--- config.mk ---
export PLATFORM = sky130hd
export DESIGN_NAME = step_counter
export DESIGN_NICKNAME = d
export VERILOG_FILES = /design/src/rtl/step_counter.sv
export SDC_FILE = /design/constraint.sdc
export NUM_CORES = 1
export LEC_CHECK = 0
export ABC_AREA = 1
export CELL_PAD_IN_SITES_DETAIL_PLACEMENT = 0
export CELL_PAD_IN_SITES_GLOBAL_PLACEMENT = 1
export CORE_MARGIN = 3
export CORE_UTILIZATION = 38
export CTS_CLUSTER_DIAMETER = 150
export CTS_CLUSTER_SIZE = 16
export DETAILED_ROUTE_END_ITERATION = 12
export GPL_TIMING_DRIVEN = 1
export PLACE_DENSITY_LB_ADDON = 0.1
export SYNTH_ARGS = -nofsm -noshare
export SYNTH_HDL_FRONTEND = slang
export SYNTH_SLANG_ARGS = --single-unit
--- constraint.sdc ---
create_clock -name clk -period 6.6 [get_ports clk]
set_input_delay 1.32 -clock clk [delete_from_list [all_inputs] [get_ports clk]]
set_output_delay 1.32 -clock clk [all_outputs]
set_load 0.05 [all_outputs]
--- src/rtl/step_counter.sv ---
// Loadable up/down step counter with an IDLE/RUN/DONE sequencer; used as an iteration counter.
// Latency: every output is registered; count/busy/done update one cycle after start or advance.
// Backpressure: enable=0 stalls a run in place; start reloads from any state.
module step_counter #(
    parameter int WIDTH    = 4,
    parameter bit SATURATE = 1'b0
) (
    input  logic             clk,
    input  logic             rst_b,
    input  logic             start,
    input  logic [WIDTH-1:0] init,
    input  logic             dir,
    input  logic [WIDTH-1:0] limit,
    input  logic [WIDTH-1:0] step,
    input  logic             enable,
    output logic [WIDTH-1:0] count,
    output logic             busy,
    output logic             done,
    output logic             wrap
);

    typedef enum logic [1:0] {
        IDLE = 2'd0,
        RUN  = 2'd1,
        DONE = 2'd2
    } state_t;

    state_t           state_q, state_d;
    logic [WIDTH-1:0] count_q, count_d;
    logic [WIDTH-1:0] limit_q, limit_d;
    logic             dir_q, dir_d;
    logic             wrap_q, wrap_d;

    logic [WIDTH:0]   diff;
    logic [WIDTH:0]   sum;
    logic [WIDTH-1:0] start_target;

    // One extra bit so an up-count carry out still compares as past the limit.
    assign diff         = {1'b0, count_q} - {1'b0, step};
    assign sum          = {1'b0, count_q} + {1'b0, step};
    assign start_target = dir ? limit : '0;

    always_comb begin
        state_d = state_q;
        count_d = count_q;
        limit_d = limit_q;
        dir_d   = dir_q;
        wrap_d  = wrap_q;
        if (start) begin
            count_d = init;
            dir_d   = dir;
            limit_d = limit;
            wrap_d  = 1'b0;
            state_d = (init == start_target) ? DONE : RUN;
        end else begin
            case (state_q)
                RUN: begin
                    if (enable) begin
                        if (!dir_q) begin
                            if (step < count_q) begin
                                count_d = diff[WIDTH-1:0];
                            end else begin
                                state_d = DONE;
                                if (step == count_q || SATURATE) begin
                                    count_d = '0;
                                end else begin
                                    count_d = diff[WIDTH-1:0];
                                    wrap_d  = 1'b1;
                                end
                            end
                        end else begin
                            if (sum < {1'b0, limit_q}) begin
                                count_d = sum[WIDTH-1:0];
                            end else begin
                                state_d = DONE;
                                if (sum == {1'b0, limit_q} || SATURATE) begin
                                    count_d = limit_q;
                                end else begin
                                    count_d = sum[WIDTH-1:0];
                                    wrap_d  = 1'b1;
                                end
                            end
                        end
                    end
                end
                DONE:    state_d = IDLE;
                default: state_d = state_q;
            endcase
        end
    end

    always_ff @(posedge clk) begin
        if (rst_b) begin
            state_q <= IDLE;
            count_q <= '0;
            limit_q <= '0;
            dir_q   <= 1'b0;
            wrap_q  <= 1'b0;
        end else begin
            state_q <= state_d;
            count_q <= count_d;
            limit_q <= limit_d;
            dir_q   <= dir_d;
            wrap_q  <= wrap_d;
        end
    end

    assign count = count_q;
    assign busy  = (state_q == RUN);
    assign done  = (state_q == DONE);
    assign wrap  = wrap_q;

endmodule

# [Word level (Yosys, flattened, before mapping)]
# Cells that the tools add are included.
[totals] reg_bits=12 in_bits=17 output_inout_bits=7 elab_cells=49
[op_classes] addsub=2 n_lt_le_gt_ge=2 eq_ne=12 n_mux=21 n_reduce_logical=7
[ops] cell="$mux 4" n=9
[ops] cell="$mux 2" n=6
[ops] cell="$eq 4x4->1" n=2
[ops] cell="$ne 2x2->1 const B" n=4
[ops] cell="$ne 4x4->1 const B" n=2
[ops] cell="$reduce_and 6->1" n=1
[ops] cell="$add 4x4->5" n=1
[ops] cell="$eq 5x4->1" n=1
[ops] cell="$lt 5x4->1" n=1
[ops] cell="$mux 1" n=5
[ops] cell="$lt 4x4->1" n=1
[ops] cell="$pmux 2 s2" n=1
[ops] cell="$reduce_and 4->1" n=1
[ops] cell="$reduce_bool 2->1" n=2
[ops] cell="$sub 4x4->4" n=1
[ops] cell="$ne 3x3->1 const B" n=1
[ops] cell="$reduce_bool 3->1" n=1
[ops] cell="$eq 2x1->1 const B" n=1
[ops] cell="$eq 2x2->1 const B" n=1
[ops] cell="$reduce_and 2->1" n=1
[ops] cell="$reduce_or 2->1" n=1

# [Logic depth before layout (Yosys ltp)]
[logic_depth] ltp_word=8 ltp_mapped=19

# [Least setup slack after synthesis]
# OpenSTA, ideal clock, no wires.
[synth_path] path_kind="input-to-reg" startpoint="input step[0]" endpoint="register state_q[1]" setup_ns=0.116 arrival_ns=3.051 t_required_ns=6.484 slack_ns=3.433 path_stages=12 path_buffers=0 cell_sequence="ha_1 fa_1 xnor2_1 ha_1 nand2_1 nand2_1 nand2_1 nand4_4 o21ai_2 nand2_2 nand3_1 a21oi_1"
[synth_between] elab_chain_len=4 word_cells_on_any_way=6 classes_between="1 x add/sub; 2 x order compare; 2 x eq/ne; 1 x reduce/logical"
[synth_lines] element="start: declaration" line_no="14" source="input logic [WIDTH-1:0] step,"
[synth_lines] element="$add 4x4->5" line_no="40" source="assign sum = {1'b0, count_q} + {1'b0, step};"
[synth_lines] element="$lt 5x4->1" line_no="72" source="if (sum < {1'b0, limit_q}) begin"
[synth_lines] element="$ne 4x4->1 (no source line)"
[synth_lines] element="$reduce_and 4->1 (no source line) (*)"
[synth_lines] element="end signal: assignment" line_no="100" source="state_q <= state_d;"
[synth_lines] element="end: declaration" line_no="28" source="state_t state_q, state_d;"
# Every way passes the cells marked *; elsewhere a longest branch is shown, timed or not.
# A chain may end at the register's enable or synchronous reset.

# [Worst setup path after layout]
[layout_path] startpoint="input step[2]" endpoint="register count_q[1], in the netlist count[1]"
[layout_between] elab_chain_len=8 word_cells_on_any_way=13 classes_between="1 x add/sub; 2 x order compare; 2 x eq/ne; 8 x mux"
[layout_lines] element="parallel branches: the longest is 4 deep, another holds $add 4x4->5"
[layout_lines] element="$mux 4 (*)" line_no="59" source="if (!dir_q) begin"
[layout_lines] element="$mux 4 (*)" line_no="58" source="if (enable) begin"
[layout_lines] element="$mux 4 (*)" line_no="56" source="case (state_q)"
[layout_lines] element="$mux 4 (*)" line_no="49" source="if (start) begin"
[layout_lines] element="end signal: assignment" line_no="101" source="count_q <= count_d;"
[layout_lines] element="end: declaration" line_no="29" source="logic [WIDTH-1:0] count_q, count_d;"
# Every way passes the cells marked *. The select of a mux whose other input is x is not followed.

==> results.cfg <==
[status]
status = completed

[drt]
drt_iter0_drc = 46
drc = 0
first_pass_iters = 4
vias = 1161
routedWlPerCell_um = 11.65
vias_per_cell = 4.700
wl_um = 2878
ant_nets = 0

[global_route]
grt_pass1_wl_um = 4726
grt_max_degree = 17
antenna_found_initial = 0
grt_pass1_vias = 1069
track_usage_pct = 16.69
grt_overflow_total = 0

[power]
leakagePower_nw = 0.7184
powerDensity_nw_per_um2 = 186.0
ir_worst_vdd_v = 0.0001337

[hold_path]
min-delay-start = wrap
holdPathEnd = wrap
min_path_cells = 2
min_path_type = reg2reg

[placed_design]
post-place-ws_ns = 2.636
dpl.cell_count = 243
gp_congestion = 0.7744
dp_hpwl_um = 2413
port_buffers = 23

[cts]
htreeDepth = 1
clock_latency_ns = 0.28
clk_path_buf_depth = 2
ctsHoldBuffers = 0
numCtsBuffers = 3
cts-resized-gates = 0
postCtsSetupRepairBufs = 0
tritoncts = built
cts.reportedPaths.clkPinSlew_ns = 0.08
clock_sinks = 12
cts-root-buf = clkbuf_4

[setup_path]
cp.arrival_ns = 3.86
r2r_cells = 16
r2r_start = count[2]
rr_endpoint = count[1]
crit_path_end_kind = register
r2r_slack_ns = 4.11
crit_fanout = 8
critPathKind = in2reg
cp-start-kind = input pin
crit_required_ns = 6.77

[sta]
setup_ws_ns = 2.912
rsz0062_at_grt = no
worst_pin_slew_ns = 0.5063
relSlewSlack_pct = 66.14
layout_min_cycle_time_ns = 3.688
period_share_pct = 55.88
finalMaxSlewViolations = 0
hold_viol_final = 0
finalSetupTns_ns = 0
clock_skew_ns = 0.0009192
fmax_mhz = 271.1
finalSetupViolCount = 0

[yosys]
avgSynthCellArea_um2 = 6.558
seq_area_frac_synth_pct = 20.13
synth_fp_nets = 213
synth_warnings = 0
synth_cells = 182
ys_seq_elements = 12
synth.distinct_cells = 28
syn-cell-area_um2 = 1194

[floorplan]
fp.dieArea_um2 = 3850
coreArea_um2 = 2877
fp.dieH_um = 62.05
start_util_pct = 41.50
ios = 24
rows = 19
die_width_um = 62.05

[finish]
utilization_pct = 51.67
drive_gt1_share_pct = 8.780
final_cells = 247
areaGrowthSynthToFinish_pct = 24.53
fin_nets = 237
n_antenna_cell = 0

[job]
maxCapViolCount = 0
flip-flops by register name, summed over array words and instances, names as in the netlist:
| name | count |
|---|---|
| count | 4 |
| dir_q | 1 |
| limit_q | 4 |
| state_q | 2 |
| wrap | 1 |
cell type report:
class	count	area, µm²
fillers	317	1390
repair buffers	23	230.2
multi-input cells	135	808.3
inverters	31	118.9
clock buffers	4	36.28
well taps	42	52.55
flip-flops and latches	12	240.2
cells in the mapped netlist, drive strengths merged:
library cell | count | area (µm²)
ha | 12 | 150.1
xnor2 | 1 | 8.760
a22o | 1 | 8.760
o21ai | 12 | 67.56
nand3 | 10 | 55.05
nor2 | 17 | 76.32
xor2 | 5 | 43.79
buf | 4 | 26.27
fa | 2 | 40.04
nor3 | 2 | 10.01
a21oi | 15 | 78.83
nand2 | 52 | 212.7
o211ai | 2 | 15.01
inv | 31 | 118.9
nand3b | 1 | 7.510
dfxtp | 12 | 240.2
nand4 | 3 | 33.78
through the flow:
stage          instance area [µm²]  hold slack [ns]  power [mW]
2_1_floorplan                 1194           0.4538      0.1811
3_3_place_gp                  1450           0.4383      0.2152
3_5_place_dp                  1450           0.4391      0.2172
4_1_cts                       1486           0.4550      0.2782
5_1_grt                       1486           0.4683      0.2988
6_report                      1486           0.4501      0.2765
where the power goes:
part,switching (mW),internal [mW]
logic,0.0795,0.0517
registers,0.00602,0.0780
clock network,0.0277,0.0336
per-layer routing:
layer | up-vias | share of wire (%) | global-route usage, %
li1 | 625 | - | -
met1 | 511 | 51 | 25.19
met2 | 23 | 45 | 24.26
met3 | 2 | 3.5 | 4.545
met4 | 0 | 0.49 | 1.818
met5 | - | 0 | 0
how the worst max path moves through the flow:
stage	startpoint	end	slack, ns	cells after the start
4_1_cts	step[2]	count[1]	2.93	18
6_report	step[2]	count[1]	2.91	18
3_3_place_gp	step[2]	count[2]	2.66	18
3_5_place_dp	step[2]	count[1]	2.64	18
5_1_grt	step[2]	count[2]	2.66	17
2_1_floorplan	step[0]	state_q[1]	3.43	12
layout by cell type, fill, tap and decap left out, types with 2 or more instances in the layout:
cell type         n
clkdlybuf4s50_1  23
fa_1              2
a21oi_1          14
ha_1             12
nor3_1            2
dfxtp_1          12
o21ai_0           9
xor2_1            5
nand4_1           2
nand2_1          47
o211ai_1          2
nor2_2            2
o21ai_2           2
inv_1            30
nand2_2           4
nand3_1           9
clkbuf_4          3
nor2_1           14
logic make-up (layout without fill, tap and decap cells):
logic type | count (synthesis) | count (layout) | share of synthesized area (%)
simple gates | 85 | 85 | 33.12
fa+ha+maj | 14 | 14 | 15.93
buf+inv | 35 | 58 | 12.16
flops | 12 | 12 | 20.13
xor+xnor | 6 | 6 | 4.402
compound gates | 30 | 30 | 14.26
critical path, cell delays in order:
cell and delay (ns):
clkdlybuf4s50_1 0.48, inv_1 0.04, ha_1 0.48, inv_4 0.06
a21oi_2 0.16, nand3_1 0.09, nand2_1 0.10, inv_1 0.05
ha_1 0.30, nand2_1 0.06, nor2_1 0.16, nand2_2 0.11
nor2_1 0.11, nand2_1 0.06, nand3_1 0.09, nand2_1 0.05
nand2_1 0.07, a21oi_1 0.06
Note: power is estimated with default switching activity, not from simulation.
